==> config.mk <==
export PLATFORM = sky130hd
export DESIGN_NAME = letter_scroll_seq
export DESIGN_NICKNAME = d
export VERILOG_FILES = /design/src/rtl/letter_scroll_pkg.sv /design/src/rtl/letter_scroll_seq_tick_div.sv /design/src/rtl/letter_scroll_seq.sv
export SDC_FILE = /design/constraint.sdc
export NUM_CORES = 1
export LEC_CHECK = 0
export BUFFER_PORTS_ARGS = -buffer_cell sky130_fd_sc_hd__buf_2
export CORE_ASPECT_RATIO = 1.25
export CORE_MARGIN = 1.5
export CORE_UTILIZATION = 40
export DETAILED_ROUTE_END_ITERATION = 10
export PLACE_DENSITY = 0.67
export RECOVER_POWER = 50
export SYNTH_ARGS = -nofsm -noshare
export SYNTH_HDL_FRONTEND = slang
export SYNTH_HIERARCHICAL = 1
export SYNTH_SLANG_ARGS = --single-unit
==> constraint.sdc <==
create_clock -name clk -period 4.3 [get_ports clk]
set_clock_uncertainty 0.1 [all_clocks]
set_input_delay 0.215 -clock clk [delete_from_list [all_inputs] [get_ports clk]]
set_output_delay 0.215 -clock clk [all_outputs]
set_load 0.01 [all_outputs]
==> src/rtl/letter_scroll_pkg.sv <==
// rtl/letter_scroll_pkg.sv - shared types and constants for the letter scroll sequencer
package letter_scroll_pkg;

  typedef enum logic [1:0] {
    IDLE  = 2'd0,
    RUN   = 2'd1,
    PAUSE = 2'd2
  } scroll_state_t;

  localparam int         MSG_LEN    = 16;
  localparam int         OFS_W      = $clog2(MSG_LEN);
  localparam logic [3:0] BLANK_CODE = 4'hF;

endpackage

==> src/rtl/letter_scroll_seq_tick_div.sv <==
// rtl/letter_scroll_seq_tick_div.sv - enabled prescaler with sync clear and terminal-count tick
module tick_div #(
  parameter int DIV = 2
) (
  input  logic clk_i,
  input  logic rst_i,
  input  logic en_i,
  input  logic clr_i,
  output logic tick_o
);

  localparam int CW = (DIV > 1) ? $clog2(DIV) : 1;

  logic [CW-1:0] cnt_q, cnt_d;

  assign tick_o = en_i && (cnt_q == CW'(DIV - 1));

  // Next count: clear has priority, terminal count rolls over, otherwise count when enabled.
  always_comb begin
    cnt_d = cnt_q;
    if (clr_i)       cnt_d = '0;
    else if (tick_o) cnt_d = '0;
    else if (en_i)   cnt_d = cnt_q + CW'(1);
  end

  // Counter register.
  always_ff @(posedge clk_i or posedge rst_i) begin
    if (rst_i) cnt_q <= '0;
    else       cnt_q <= cnt_d;
  end

endmodule

==> src/rtl/letter_scroll_seq.sv <==
// rtl/letter_scroll_seq.sv - scrolling message index and digit-select sequencer for a 7-seg letter decoder
// Optional: LETTER_SCROLL_REV_EN adds input dir for reverse scrolling.
module letter_scroll_seq
  import letter_scroll_pkg::*;
#(
  parameter int NUM_DIGITS = 4,
  parameter int STEP_DIV   = 25_000_000,
  parameter int MUX_DIV    = 50_000
) (
  input  logic                  clk,
  input  logic                  rst,
  input  logic                  start,
  input  logic                  pause,
`ifdef LETTER_SCROLL_REV_EN
  input  logic                  dir,
`endif
  output logic [3:0]            bin,
  output logic [NUM_DIGITS-1:0] digit_sel,
  output logic                  running,
  output logic                  wrap
);

  localparam int IW = (NUM_DIGITS > 1) ? $clog2(NUM_DIGITS) : 1;

  scroll_state_t           state_q, state_d;
  logic [OFS_W-1:0]        offset_q, offset_d;
  logic [IW-1:0]           idx_q, idx_d;
  logic [3:0]              bin_q, bin_d;
  logic [NUM_DIGITS-1:0]   sel_q, sel_d;
  logic                    wrap_q, wrap_d;
  logic                    step_tick, mux_tick;

  // Step prescaler only runs in RUN and is cleared by any (re)start.
  tick_div #(.DIV(STEP_DIV)) u_step_div (
    .clk_i  (clk),
    .rst_i  (rst),
    .en_i   (state_q == RUN),
    .clr_i  (start),
    .tick_o (step_tick)
  );

  // Digit mux prescaler free-runs so the display keeps scanning in every state.
  tick_div #(.DIV(MUX_DIV)) u_mux_div (
    .clk_i  (clk),
    .rst_i  (rst),
    .en_i   (1'b1),
    .clr_i  (1'b0),
    .tick_o (mux_tick)
  );

  // FSM next state: start always lands in RUN and masks a simultaneous pause.
  always_comb begin
    state_d = state_q;
    unique case (state_q)
      IDLE:    if (start) state_d = RUN;
      RUN:     if (start) state_d = RUN;
               else if (pause) state_d = PAUSE;
      PAUSE:   if (start || pause) state_d = RUN;
      default: state_d = IDLE;
    endcase
  end

  // Offset, wrap pulse and digit index; restart beats a coincident step tick.
  always_comb begin
    offset_d = offset_q;
    wrap_d   = 1'b0;
    idx_d    = idx_q;
    if (start) begin
      offset_d = '0;
    end else if (step_tick) begin
`ifdef LETTER_SCROLL_REV_EN
      if (dir) begin
        offset_d = offset_q - OFS_W'(1);
        wrap_d   = (offset_q == '0);
      end else begin
        offset_d = offset_q + OFS_W'(1);
        wrap_d   = (offset_q == '1);
      end
`else
      offset_d = offset_q + OFS_W'(1);
      wrap_d   = (offset_q == '1);
`endif
    end
    if (mux_tick) idx_d = (idx_q == IW'(NUM_DIGITS - 1)) ? '0 : idx_q + IW'(1);
  end

  // Display outputs change together, only at a dwell boundary, so a new offset never appears mid-dwell.
  always_comb begin
    bin_d = bin_q;
    sel_d = sel_q;
    if (state_q == IDLE) begin
      bin_d = BLANK_CODE;
      sel_d = '1;
    end else if (mux_tick) begin
      sel_d = ~(NUM_DIGITS'(1) << idx_q);
      bin_d = offset_q + 4'(idx_q);
    end
  end

  // State and datapath registers.
  always_ff @(posedge clk or posedge rst) begin
    if (rst) begin
      state_q  <= IDLE;
      offset_q <= '0;
      idx_q    <= '0;
      bin_q    <= BLANK_CODE;
      sel_q    <= '1;
      wrap_q   <= 1'b0;
    end else begin
      state_q  <= state_d;
      offset_q <= offset_d;
      idx_q    <= idx_d;
      bin_q    <= bin_d;
      sel_q    <= sel_d;
      wrap_q   <= wrap_d;
    end
  end

  assign bin       = bin_q;
  assign digit_sel = sel_q;
  assign wrap      = wrap_q;
  assign running   = (state_q == RUN);

endmodule

==> out/summary.txt <==
Clock sinks = 58
CP Class = reg -> reg
Antenna fix cells = 0
PD cells = 315 mW/mm^2
ANT nets after route = 0
Ys flop type = dfrtp_1
Crit share post-route = 70.5%
Grt total ovfl = 0
DPL Wire Length = 4310 microns
HP Class = in -> reg
GRT met2 Usage = 26.1%
Global Route Usage Sum = 15.3%
Endpoints failing setup = 0
Endpoints failing hold = 0
Launching point of the worst reg2reg path = state_q[1]
Least-Margin Pin Slew = 1.10 ns
Synth area leaders = dfrtp_1 39%, dfstp_2 6.6%, xor2_1 5.7%
Sequential fraction of the synthesis area = 45.7%
P_leak = 0.00145 uW
Layout area overhead = 9.58%
Status = completed
CTS Buf Count = 9
GPL Wtd Cong = 0.798
Starting density of the core = 41.1%
Worst reg-to-reg path cell count = 7
Fillers = 752
Largest net degree at the start of global routing = 26
Port bufs = 13
GRT met1 Usage = 18.8%
Worst setup EP type = flop
DR iter-0 viols = 145
Post-Syn Area = 0.00320 sq mm
DRC = 0
WL/cell = 13.5 microns
Commonest non-fill, non-tap cell in the layout = dfrtp_1
Vias in the first global route = 2179
Synth Instances = 332
Clock Path Buffers = 2
R2R Path End = u_step_div/cnt_q[21]
Clock period minus worst slack = 3.03 ns
Busiest layer in global routing = met2
Setup_tns = 0 ns
Footprint of the multi-input gates = 0.00161 sq mm
Core area = 0.00779 sq mm
H-tree depth = 3
Nets = 365
Die X-Extent = 83.0 microns
Total power = 1100 uW
Asr flop ratio synth = 100%
Final core utilization = 45.0%
CP startpoint kind = flop
Layout cells sized above 1 = 14.0%
Die ar. = 0.00855 sq mm
Initial antenna violation count = 0
Mean post-synth cell area = 9.64 sq um
Met3 Use GR = 3.60%
Reg-to-reg setup timing slack = 1.27 ns
Number of enable-type register cells in the synthesized netlist = 0
Resized cells post-CTS = 0
WP data arrival = 3.11 ns
Synth warn = 6
Die H = 103 microns
Unique masters post-synth = 50
Site row count = 36
RSZ-0062 raised after global routing = false
Pins Over Slew Limit = 0
Crit Path Max Fanout = 22
Io pins = 14
Synthesized flop and latch total = 58
Commonest cells after routing, fill and taps aside = 50 x dfrtp_1, 39 x nor2_1, 37 x nand2_1, 27 x nand4_1, 21 x xor2_1
# Max-Cap Violations = 0
Sequential cell area = 0.00146 sq mm
Root Driver = clkbuf_8
Max-slew headroom = 26.1%
DR vias/cell = 5.28
Final WL = 6090 microns
Max Freq = 330 MHz
Top-area cell type share of the netlist area = 39.1%
Critical path required time = 4.38 ns
Global-route wire length before repair = 10400 microns
Hold endpoint = state_q[1]
DR vias = 2380
WHS Path Cells = 3
CTS tree = yes
Peak VDD IR = 194 uV
Clock latency on the worst-skew pair = 0.34 ns
Area leader, netlist = dfrtp_1
Worst Hold Launch = pause
Clock slew at reported path FFs = 0.07 ns
Drt pass-1 iters = 4
## worst max path at each step
stage,from,endpoint,slack (ns),depth (start not counted)
6_report,state_q[1],u_step_div/cnt_q[21],1.27,7
2_1_floorplan,state_q[1],offset_q[3],1.63,8
4_1_cts,u_step_div/cnt_q[6],u_step_div/cnt_q[21],1.39,5
3_3_place_gp,u_step_div/cnt_q[6],u_step_div/cnt_q[21],1.45,5
5_1_grt,state_q[1],offset_q[3],0.98,8
3_5_place_dp,u_step_div/cnt_q[6],u_step_div/cnt_q[21],1.37,5
## cell usage after synthesis, drive strengths merged (2+ instances only)
library cell  number
buf                9
and2               2
mux2i              3
a21oi              7
clkbuf             4
ha                 9
xnor2             15
or3                3
inv               16
o2111ai            2
nand4             27
or2                3
xor2              21
dfstp              8
nor2b              2
nand3              9
nor2              49
nor3               5
dfrtp             50
nand4b             2
nand2b             3
or4b               3
conb               2
and3               5
o211ai             2
nand2             37
o21ai              9
or4                5
and4               3
nor4               7
## report_power, final
part | switching (uW) | internal, uW
registers | 8.32 | 553
clock network | 216 | 263
logic | 46.9 | 16.2
total | 271 | 832
## critical path, cell delays in order, from the launching register on
cell,delay (ns)
dfrtp_1,0.42
nor2b_1,0.13
clkbuf_1,0.41
nand4_1,0.23
or2_2,0.38
o41ai_4,0.89
or4_1,0.22
o211ai_1,0.08
## sequential cells by signal, indices dropped and copies added, names as in the netlist
| register | count |
|---|---|
| u_step_div/cnt_q | 25 |
| u_mux_div/cnt_q | 16 |
| bin | 4 |
| digit_sel | 4 |
| offset_q | 4 |
| idx_q | 2 |
| state_q | 2 |
| wrap | 1 |
## final cells by class
cell class / count / share of cell area [%]
Tap cell: 95 / 3.39
Multi-Input combinational cell: 250 / 45.8
Clock inverter: 6 / 1.64
Clock buffer: 10 / 3.64
Sequential cell: 58 / 41.7
Timing Repair Buffer: 16 / 2.10
Inverter: 16 / 1.71
## metrics by stage
stage	setup slack (ns)	cell area (sq um)	cells	hold slack [ns]
floorplan	1.63	3220	337	0.0287
global placement	1.45	3330	434	0.251
detailed placement	1.37	3330	434	0.251
CTS	1.39	3520	451	0.0731
global route	0.976	3510	451	0.129
finish	1.27	3510	451	0.0733
## timing repair
item,4_1_cts,5_1_grt
hold buffers,1,0
hold endpoints to repair,25,0
setup buffers,0,0
## per-layer routing
layer | part of all wire (%) | vias to the layer above
met5 | 0 | -
met4 | 1.2 | 0
met3 | 4.6 | 5
met2 | 50 | 46
met1 | 44 | 1153
li1 | - | 1176
## cells by family after synthesis
logic type / share of synthesized area [%]
fa+ha+maj: 4.14
flops: 45.7
buf+inv: 4.89
xor+xnor: 9.85
mux: 1.29
compound gates: 6.18
simple gates: 27.8
other cells: 0.235
(Power assumes the default switching activity.)
